--- config.mk ---
export PLATFORM = sky130hd
export DESIGN_NAME = uart_tx_scheduler
export DESIGN_NICKNAME = d
export VERILOG_FILES = /design/src/rtl/uart_tx_scheduler.sv
export SDC_FILE = /design/constraint.sdc
export NUM_CORES = 1
export LEC_CHECK = 0
export CAP_MARGIN = 20
export CORE_ASPECT_RATIO = 0.7
export CORE_MARGIN = 1
export CORE_UTILIZATION = 39
export CTS_CLUSTER_DIAMETER = 200
export DETAILED_ROUTE_END_ITERATION = 10
export PLACE_DENSITY = 0.8
export RECOVER_POWER = 25
export SETUP_SLACK_MARGIN = 0.2
export SLEW_MARGIN = 30
export SYNTH_ARGS = -nofsm -noshare
export SYNTH_HDL_FRONTEND = slang
export SYNTH_SLANG_ARGS = --single-unit
--- constraint.sdc ---
create_clock -name clk_auto -period 2.29 [get_ports clk_auto]
set_clock_uncertainty 0.05 [all_clocks]
set_input_delay 0.3435 -clock clk_auto [delete_from_list [all_inputs] [get_ports clk_auto]]
set_output_delay 0.3435 -clock clk_auto [all_outputs]
set_load 0.03 [all_outputs]
--- src/rtl/uart_tx_scheduler.sv ---
// rtl/uart_tx_scheduler.sv - round-robin arbiter sharing the uart_control TX write port
// Optional post-write idle gap is enabled by defining UART_GAP_EN.
module uart_tx_scheduler #(
   parameter int NUM_REQ    = 4,
   parameter int DATA_WIDTH = 8,
   parameter int GAP_CYCLES = 16
) (
   input  logic                          clk_auto,
   input  logic                          reset_n,
   input  logic [NUM_REQ-1:0]            req,
   input  logic [NUM_REQ*DATA_WIDTH-1:0] req_data,
   output logic [NUM_REQ-1:0]            ack,
   input  logic                          uart_wrfull,
   output logic                          uart_write,
   output logic [DATA_WIDTH-1:0]         uart_writedata,
   output logic [$clog2(NUM_REQ)-1:0]    grant_id,
   output logic                          busy
);
   localparam int GW = $clog2(NUM_REQ);

`ifdef UART_GAP_EN
   localparam int CW = $clog2(GAP_CYCLES + 1);
   typedef enum logic [1:0] {IDLE, WRITE, GAP} state_t;
   logic [CW-1:0] gap_cnt;
   logic          gap_done;
`else
   typedef enum logic {IDLE, WRITE} state_t;
`endif

   state_t                state, state_nxt;
   logic [GW-1:0]         last;
   logic [GW-1:0]         sel;
   logic                  sel_valid;
   logic [DATA_WIDTH-1:0] sel_data;
   logic                  grant;

   // Scan farthest-to-nearest from last so the nearest asserted requester wins.
   always_comb begin
      int            idx;
      logic [GW-1:0] idx_b;
      sel       = last;
      sel_valid = 1'b0;
      idx       = 0;
      idx_b     = '0;
      for (int k = NUM_REQ; k >= 1; k--) begin
         idx   = (int'(last) + k) % NUM_REQ;
         idx_b = GW'(idx);
         if (req[idx_b]) begin
            sel       = idx_b;
            sel_valid = 1'b1;
         end
      end
   end

   always_comb begin
      sel_data = '0;
      for (int i = 0; i < NUM_REQ; i++) begin
         if (sel == GW'(i)) sel_data = req_data[i*DATA_WIDTH +: DATA_WIDTH];
      end
   end

   assign grant = (state == IDLE) && sel_valid && !uart_wrfull;
   assign busy  = (state != IDLE);

   always_ff @(posedge clk_auto or negedge reset_n) begin
      if (!reset_n) state <= IDLE;
      else          state <= state_nxt;
   end

   always_comb begin
      state_nxt  = state;
      uart_write = 1'b0;
      case (state)
         IDLE: begin
            if (grant) state_nxt = WRITE;
         end
         WRITE: begin
            if (!uart_wrfull) begin
               uart_write = 1'b1;
`ifdef UART_GAP_EN
               state_nxt  = GAP;
`else
               state_nxt  = IDLE;
`endif
            end
         end
`ifdef UART_GAP_EN
         GAP: begin
            if (gap_done) state_nxt = IDLE;
         end
`endif
         default: state_nxt = IDLE;
      endcase
   end

   always_comb begin
      for (int i = 0; i < NUM_REQ; i++) begin
         ack[i] = uart_write && (grant_id == GW'(i));
      end
   end

   // Byte is latched at grant so a requester may drop req before the write.
   always_ff @(posedge clk_auto or negedge reset_n) begin
      if (!reset_n) begin
         last           <= GW'(NUM_REQ - 1);
         grant_id       <= '0;
         uart_writedata <= '0;
      end else begin
         if (grant) begin
            grant_id       <= sel;
            uart_writedata <= sel_data;
         end
         if (uart_write) last <= grant_id;
      end
   end

`ifdef UART_GAP_EN
   assign gap_done = (gap_cnt == CW'(GAP_CYCLES - 1));

   always_ff @(posedge clk_auto or negedge reset_n) begin
      if (!reset_n)           gap_cnt <= '0;
      else if (state == GAP)  gap_cnt <= gap_done ? '0 : gap_cnt + CW'(1);
   end
`endif

endmodule

-- Word-level counts from Yosys, hierarchy flattened
Cells that the tools add are included.
- register bits after elaboration: 13
- bits of input ports: 39
- logic and storage cells: 53
- add/subtract/negate cells: 4
- order comparisons: 4
- equal/unequal tests: 6
- mux-type cells: 25
- bitwise operators: 1
- reductions and logical operators: 9
- operators with widths (cell ; number):
    2-to-1 mux 8 bit ; 4
    less-than comparator 2 x 3 -> 1 bit (second input constant) ; 4
    2-to-1 mux 1 bit ; 12
    binary-select mux 1 bit (select 2 bit) ; 4
    == test 2 bit (second input constant) ; 4
    2-to-1 mux 2 bit ; 4
    logical AND 1 bit ; 6
    adder 2 x 1 -> 2 bit (second input constant) ; 2
    adder 2 bit (second input constant) ; 2
    == test 2 x 1 -> 1 bit (second input constant) ; 2
    logical NOT 2 bit ; 2
    one-hot mux 1 bit (2 select lines) ; 1
    logical NOT 1 bit ; 1
    NOT 1 bit ; 1

-- Logic depth before layout (Yosys ltp)
Gate-level depths: netlist of the first run.
- word-level depth: 12
- mapped depth: 7
- mapped depth without buffers: 5

-- Least setup slack after synthesis of the first run
OpenSTA, ideal clock, no wires.
- path kind: register to output
- start point: register state, in the netlist busy
- end point: output port ack[1]
- data arrival time: 1.509 ns
- data required time: 1.897 ns
- setup slack: 0.387 ns
- cell stages (with the launch flop): 5
- buffers on the path: 0
- cells stage by stage: dfrtp_1 nand2b_1 inv_1 nand2_1 nor2_1
- cells in the longest elaborated chain, start to end: 2
- RTL lines (item ; line ; source):
    start: declaration ; 30 ; state_t state, state_nxt;
    start signal: assignment ; 67 ; else state <= state_nxt;
    2-to-1 mux 1 bit ; 73 ; case (state)
    net uart_write ; 14 ; output logic uart_write,
    logical AND 1 bit ; 98 ; ack[i] = uart_write && (grant_id == GW'(i));
    end: declaration ; 12 ; output logic [NUM_REQ-1:0] ack,
The timed path passes the listed nets, and every way through them passes these cells.

-- Worst setup path in the final report of the first run
- start point: input port uart_wrfull
- end point: output port ack[0]
- cells in the longest elaborated chain, start to end: 3
- RTL lines (item ; line ; source):
    start: declaration ; 13 ; input logic uart_wrfull,
    2-to-1 mux 1 bit ; 78 ; if (!uart_wrfull) begin
    2-to-1 mux 1 bit ; 73 ;
    logical AND 1 bit ; 98 ;
Every way passes these cells.

==> flow_summary.ini, run 1 <==
[global_routing]
grt_max_degree = 15
overflow = 0
antenna_found_initial = 0
grt_util_all_layers_pct = 22.8
first_global_vias = 1097
grt_pass1_wl_um = 4890

[floorplanning]
die_area_mm2 = 0.00284
dieWidth_um = 63.2
die_y_um = 44.9
core_area_mm2 = 0.00248
initial_core_util_pct = 41.3
rows = 15
pin_count = 55

[clocking]
cts.sinks = 13
cts-root-buf = clkbuf_8
cts_tree = done
clk_latency_ns = 0.24
post-cts-setup-buffers = 0
cts-hold-fix-buffers = 0
h-tree-depth = 1
clockBufferDepth = 2
clkSlewWorstSetupHoldPaths_ns = 0.06
cts_buffers = 3

[routing]
via_per_inst = 5.69
drt_first_pass_iters = 4
drt_iter0_markers = 28
num_vias = 1173
drt-total-wl_um = 3020
drc = 0
wl_per_cell_um = 14.6
ant_nets = 0

[outcome]
status = finished, final reports clean

[setup_path]
startpoint = uart_wrfull
end_kind = output port
cp_data_arrival_time_ns = 1.56
cp-start-kind = primary input
path_max_fanout = 5
critPathRequiredTime_ns = 1.90
worstSetupPathType = in2out
timing.rr.start = last[1]

[place]
port_buffers = 54
place_hpwl_um = 2350
dp_slack_ns = 0.0282
gp_congestion = 0.779

[timing]
slew_headroom_pct = 60.3
timing.fmax_ghz = 0.512
worst_pin_slew_ns = 0.593
grt_setup_unrepaired = no
fin_crit_sh_pct = 85.3
finalMaxSlewViolations = 0
finalSetupViolations = 0
fin_ws_ns = 0.337
finalHoldViolCount = 0
min_period_ns = 1.95
tns_ns = 0

[power_and_ir_drop]
worst_ir_drop_vdd_mv = 0.625
leakage_nw = 0.697
power_density_mw_per_mm2 = 976

[layout]
syn_to_final_growth_pct = 60.5
mostFrequentLayoutCells = 45 x clkdlybuf4s50_1, 13 x nor2_1, 11 x dfrtp_1
antenna_cells = 0
finish.net_count = 212
final_common_cell = clkdlybuf4s50_1
drive_gt1_share_pct = 11.6

[job]
maxCapViolCount = 0

[yosys]
syn_area_mm2 = 0.00102
synth_warnings = 0
synth_nets = 155
ys_ff_latch = 13
ys_seq_area_share_pct = 32.0
synthDistinctLibCells = 40
netlist_instances = 116
avgSynthCellArea_um2 = 8.82

[worst_hold_path]
hp-start = uart_writedata[5]
min_path_type = reg2reg
-- registers in the layout (all words and copies together) (netlist names) --
| name | count |
|---|---|
| uart_writedata | 8 |
| busy | 1 |
| grant_id | 2 |
| last | 2 |
-- area by class of cell --
cell class                      count  area, um2
Clock buffer                        4       45.0
Inverter                            2       7.51
Fill cell                         230        835
Tap cell                           34       42.5
Sequential cell                    13        328
Multi-Input combinational cell     94        644
Timing Repair Buffer               59        576
-- metrics by stage --
stage	instances	hold WS [ns]	instance area (um2)	total power [W]	util [%]
global placement	202	0.444	1590	0.00138	64.3
floorplan	116	-0.00209	1020	0.00105	-
detailed placement	202	0.442	1590	0.00140	64.3
CTS	206	0.444	1640	0.00161	66.0
finish	206	0.468	1640	0.00160	66.3
global route	206	0.489	1640	0.00171	66.3
-- layer usage --
| metal | up-vias | global-route usage, % | part of all wire, % |
|---|---|---|---|
| met5 | - | 0 | 0 |
| met4 | 0 | 8.64 | 1.2 |
| met3 | 6 | 5.30 | 5.9 |
| met2 | 51 | 37.8 | 48 |
| met1 | 557 | 29.6 | 45 |
| li1 | 559 | - | - |
-- report_power, final --
| group | total, W | switching (W) | internal, W |
|---|---|---|---|
| registers | 0.000460 | 0.000118 | 0.000342 |
| clock network | 0.000209 | 0.0000860 | 0.000123 |
| logic | 0.000935 | 0.000498 | 0.000437 |
| total | 0.00160 | 0.000702 | 0.000902 |
-- cell families (layout without fill, tap and decap cells) --
logic type | count (synthesis) | in the layout | synth area share, %
AOI/OAI and AO/OA | 38 | 38 | 29.0
buffers and inverters | 9 | 65 | 5.01
DFF | 13 | 13 | 32.0
muxes | 1 | 1 | 0.978
and+or+nand+nor | 55 | 55 | 33.0
-- what timing repair did --
item / 4_1_cts / 5_1_grt
resized for setup: 2 / 3
endpoints found under the setup margin: 2 / 3
pin swaps: 0 / 0
-- cell usage after synthesis --
library cell	number	area (um2)
a21boi_1	2	15.0
nand3_1	10	50.1
mux2i_1	1	10.0
a21boi_0	1	7.51
nor3_1	3	15.0
and3b_4	1	12.5
o21ai_0	6	30.0
a32oi_1	1	8.76
and3_1	4	25.0
nor2b_1	1	6.26
nand2_1	10	37.5
a2111o_1	1	11.3
or3b_1	1	8.76
inv_1	2	7.51
nor2_1	13	48.8
a211o_1	1	8.76
and4bb_4	1	16.3
nor4bb_2	1	16.3
buf_6	1	11.3
a21o_1	1	7.51
o21ai_1	3	15.0
nor3b_2	1	12.5
o32ai_1	5	43.8
a2111oi_4	1	27.5
buf_4	1	7.51
o21bai_1	1	7.51
nand2b_1	2	12.5
a211oi_1	1	7.51
nor4b_2	1	15.0
a22o_1	5	43.8
dfstp_2	2	52.6
a31oi_1	1	6.26
nor4_4	1	21.3
a21oi_1	4	20.0
dfrtp_1	11	275
buf_2	5	25.0
nor3b_1	3	22.5
and3b_1	2	17.5
a221oi_1	3	26.3
a32o_1	1	10.0
-- worst paths after layout --
path / slack [ns] / depth (start not counted) / to
max: 0.34 / 4 / ack[0]
min: 0.47 / 1 / uart_writedata[5]
max reg2reg: 0.38 / 5 / uart_writedata[7]
min reg2reg: 0.47 / 1 / uart_writedata[5]
max in group asynchronous: 1.31 / 1 / grant_id[1]
min in group asynchronous: 0.49 / 1 / grant_id[0]
-- critical path, cell delays in order --
cell and delay, ns:
clkdlybuf4s50_1 0.43, nand2b_1 0.22, nor3_1 0.14, dlygate4sd2_1 0.42
Note: power is estimated with default switching activity, not from simulation.
==> run 2, diff against run 1 <==
--- a/config.mk
+++ b/config.mk
@@ -6,10 +6,9 @@
 export NUM_CORES = 1
 export LEC_CHECK = 0
 export CAP_MARGIN = 20
-export CORE_ASPECT_RATIO = 0.7
+export CORE_ASPECT_RATIO = 1.25
 export CORE_MARGIN = 1
 export CORE_UTILIZATION = 39
-export CTS_CLUSTER_DIAMETER = 200
 export DETAILED_ROUTE_END_ITERATION = 10
 export PLACE_DENSITY = 0.8
 export RECOVER_POWER = 25
==> flow_summary.ini, run 2 (synthesis results as in run 1) <==
[setup_path]
rrSetupSlack_ns = 0.39
critPathTopFamily = compound AO/OA/AOI/OAI gates
cp_data_arrival_time_ns = 2.06
path_max_fanout = 16
max_stage_delay_ns = 0.67
cp-start-kind = primary input
timing.rr.end = uart_writedata[3]
cp_num_buf_inv = 1
timing.rr.start = last[1]
reg2regPathDepth = 4
worstSetupPathType = in2reg
critPathRequiredTime_ns = 2.40
slowest_stage = clkdlybuf4s50_1
path_cells = clkdlybuf4s50_1 -> nor2_1 -> a211o_1 -> a221oi_1 -> a21oi_1
end_kind = register

[place]
port_buffers = 54
gp_congestion = 0.887
dpl.cell_count = 199
place_hpwl_um = 2480
dpl_cell_area_mm2 = 0.00157

[routing]
ant_nets = 0
drc = 0
drt_iter0_markers = 49
drt-total-wl_um = 3130
wl_per_cell_um = 15.4
drt_first_pass_iters = 4
num_vias = 1166
via_per_inst = 5.74

[clocking]
cts-root-buf = clkbuf_4
cts-hold-fix-buffers = 0
clk_latency_ns = 0.27
cts.sinks = 13
clockBufferDepth = 2
post-cts-setup-buffers = 0
cts_tree = done
cts_buffers = 3
post_cts_resize_count = 1
clkSlewWorstSetupHoldPaths_ns = 0.08
h-tree-depth = 1

[global_routing]
antenna_found_initial = 0
grt_max_degree = 17
overflow = 0
first_global_vias = 1097
grt_pass1_wl_um = 4920
grt_util_all_layers_pct = 24.6

[power_and_ir_drop]
leakage_nw = 0.650
power_density_mw_per_mm2 = 962
power_w = 0.00154
worst_ir_drop_vdd_mv = 0.519

[timing]
fin_crit_sh_pct = 85.2
worst_pin_slew_ns = 0.618
min_period_ns = 1.95
tns_ns = 0
finalSetupViolations = 0
grt_setup_unrepaired = no
finalMaxSlewViolations = 0
slew_headroom_pct = 58.7
timing.fmax_ghz = 0.512
finalHoldViolCount = 0
whs_ns = 0.469

[layout]
largest_reg_flops = 8
fin_cells = 203
top_regs = uart_writedata (8), grant_id (2), last (2)
multiInputGateArea_um2 = 644
antenna_cells = 0
mostFrequentLayoutCells = 48 x clkdlybuf4s50_1, 13 x nor2_1, 11 x dfrtp_1
design_area_mm2 = 0.00160
n_fill_cell = 227
syn_to_final_growth_pct = 56.2
final_common_cell = clkdlybuf4s50_1
regArea_um2 = 328
drive_gt1_share_pct = 11.2
finish.net_count = 210
largest_register = uart_writedata

[floorplanning]
dieWidth_um = 47.8
die_area_mm2 = 0.00283
pin_count = 55
die_y_um = 59.3
core_area_mm2 = 0.00245
rows = 20
initial_core_util_pct = 41.7

[job]
maxCapViolCount = 0

[outcome]
status = finished, final reports clean

[worst_hold_path]
min_path_type = in2async
[run 2: cell types whose count changed in the layout (fill, tap and decap cells not counted)]
cell and change:
clkdlybuf4s50_1 +3, clkbuf_8 -3, dlymetal6s2s_1 -3, clkbuf_4 +3, dlygate4sd2_1 -1, buf_4 -1
[run 2: area by class of cell]
class                           instances  share of cell area (%)
Clock buffer                            4                    1.64
Inverter                                2                   0.469
Multi-Input combinational cell         94                    40.3
Sequential cell                        13                    20.5
Tap cell                               33                    2.58
Timing Repair Buffer                   57                    34.5
[run 2: power breakdown]
group | leakage, nW | internal [W] | switching [W] | total, W
logic | 0.484 | 0.000436 | 0.000502 | 0.000938
registers | 0.151 | 0.000341 | 0.000119 | 0.000460
clock network | 0.0150 | 0.0000674 | 0.0000730 | 0.000140
total | 0.650 | 0.000844 | 0.000694 | 0.00154
[run 2: stage by stage]
stage	setup WS (ns)	utilization [%]
2_1_floorplan	0.387	-
3_3_place_gp	0.0707	64.2
3_5_place_dp	0.0525	64.2
4_1_cts	0.335	65.2
5_1_grt	0.269	65.2
6_report	0.338	65.2
[run 2: layer usage]
metal / vias to the layer above / share of wire, % / GRT usage, %
li1: 554 / - / -
met1: 557 / 42 / 32.4
met2: 49 / 50 / 38.8
met3: 6 / 6.0 / 3.35
met4: 0 / 1.7 / 11.1
met5: - / 0 / 0
[run 2: worst max-delay path by stage]
stage | cells after the start | end | slack, ns | from
after global placement | 5 | uart_writedata[3] | 0.07 | req[2]
after global routing | 5 | uart_writedata[2] | 0.27 | req[1]
after floorplan | 4 | ack[1] | 0.39 | busy
after detailed placement | 5 | uart_writedata[3] | 0.05 | req[2]
final | 5 | uart_writedata[3] | 0.34 | req[1]
after CTS | 5 | uart_writedata[3] | 0.33 | req[2]
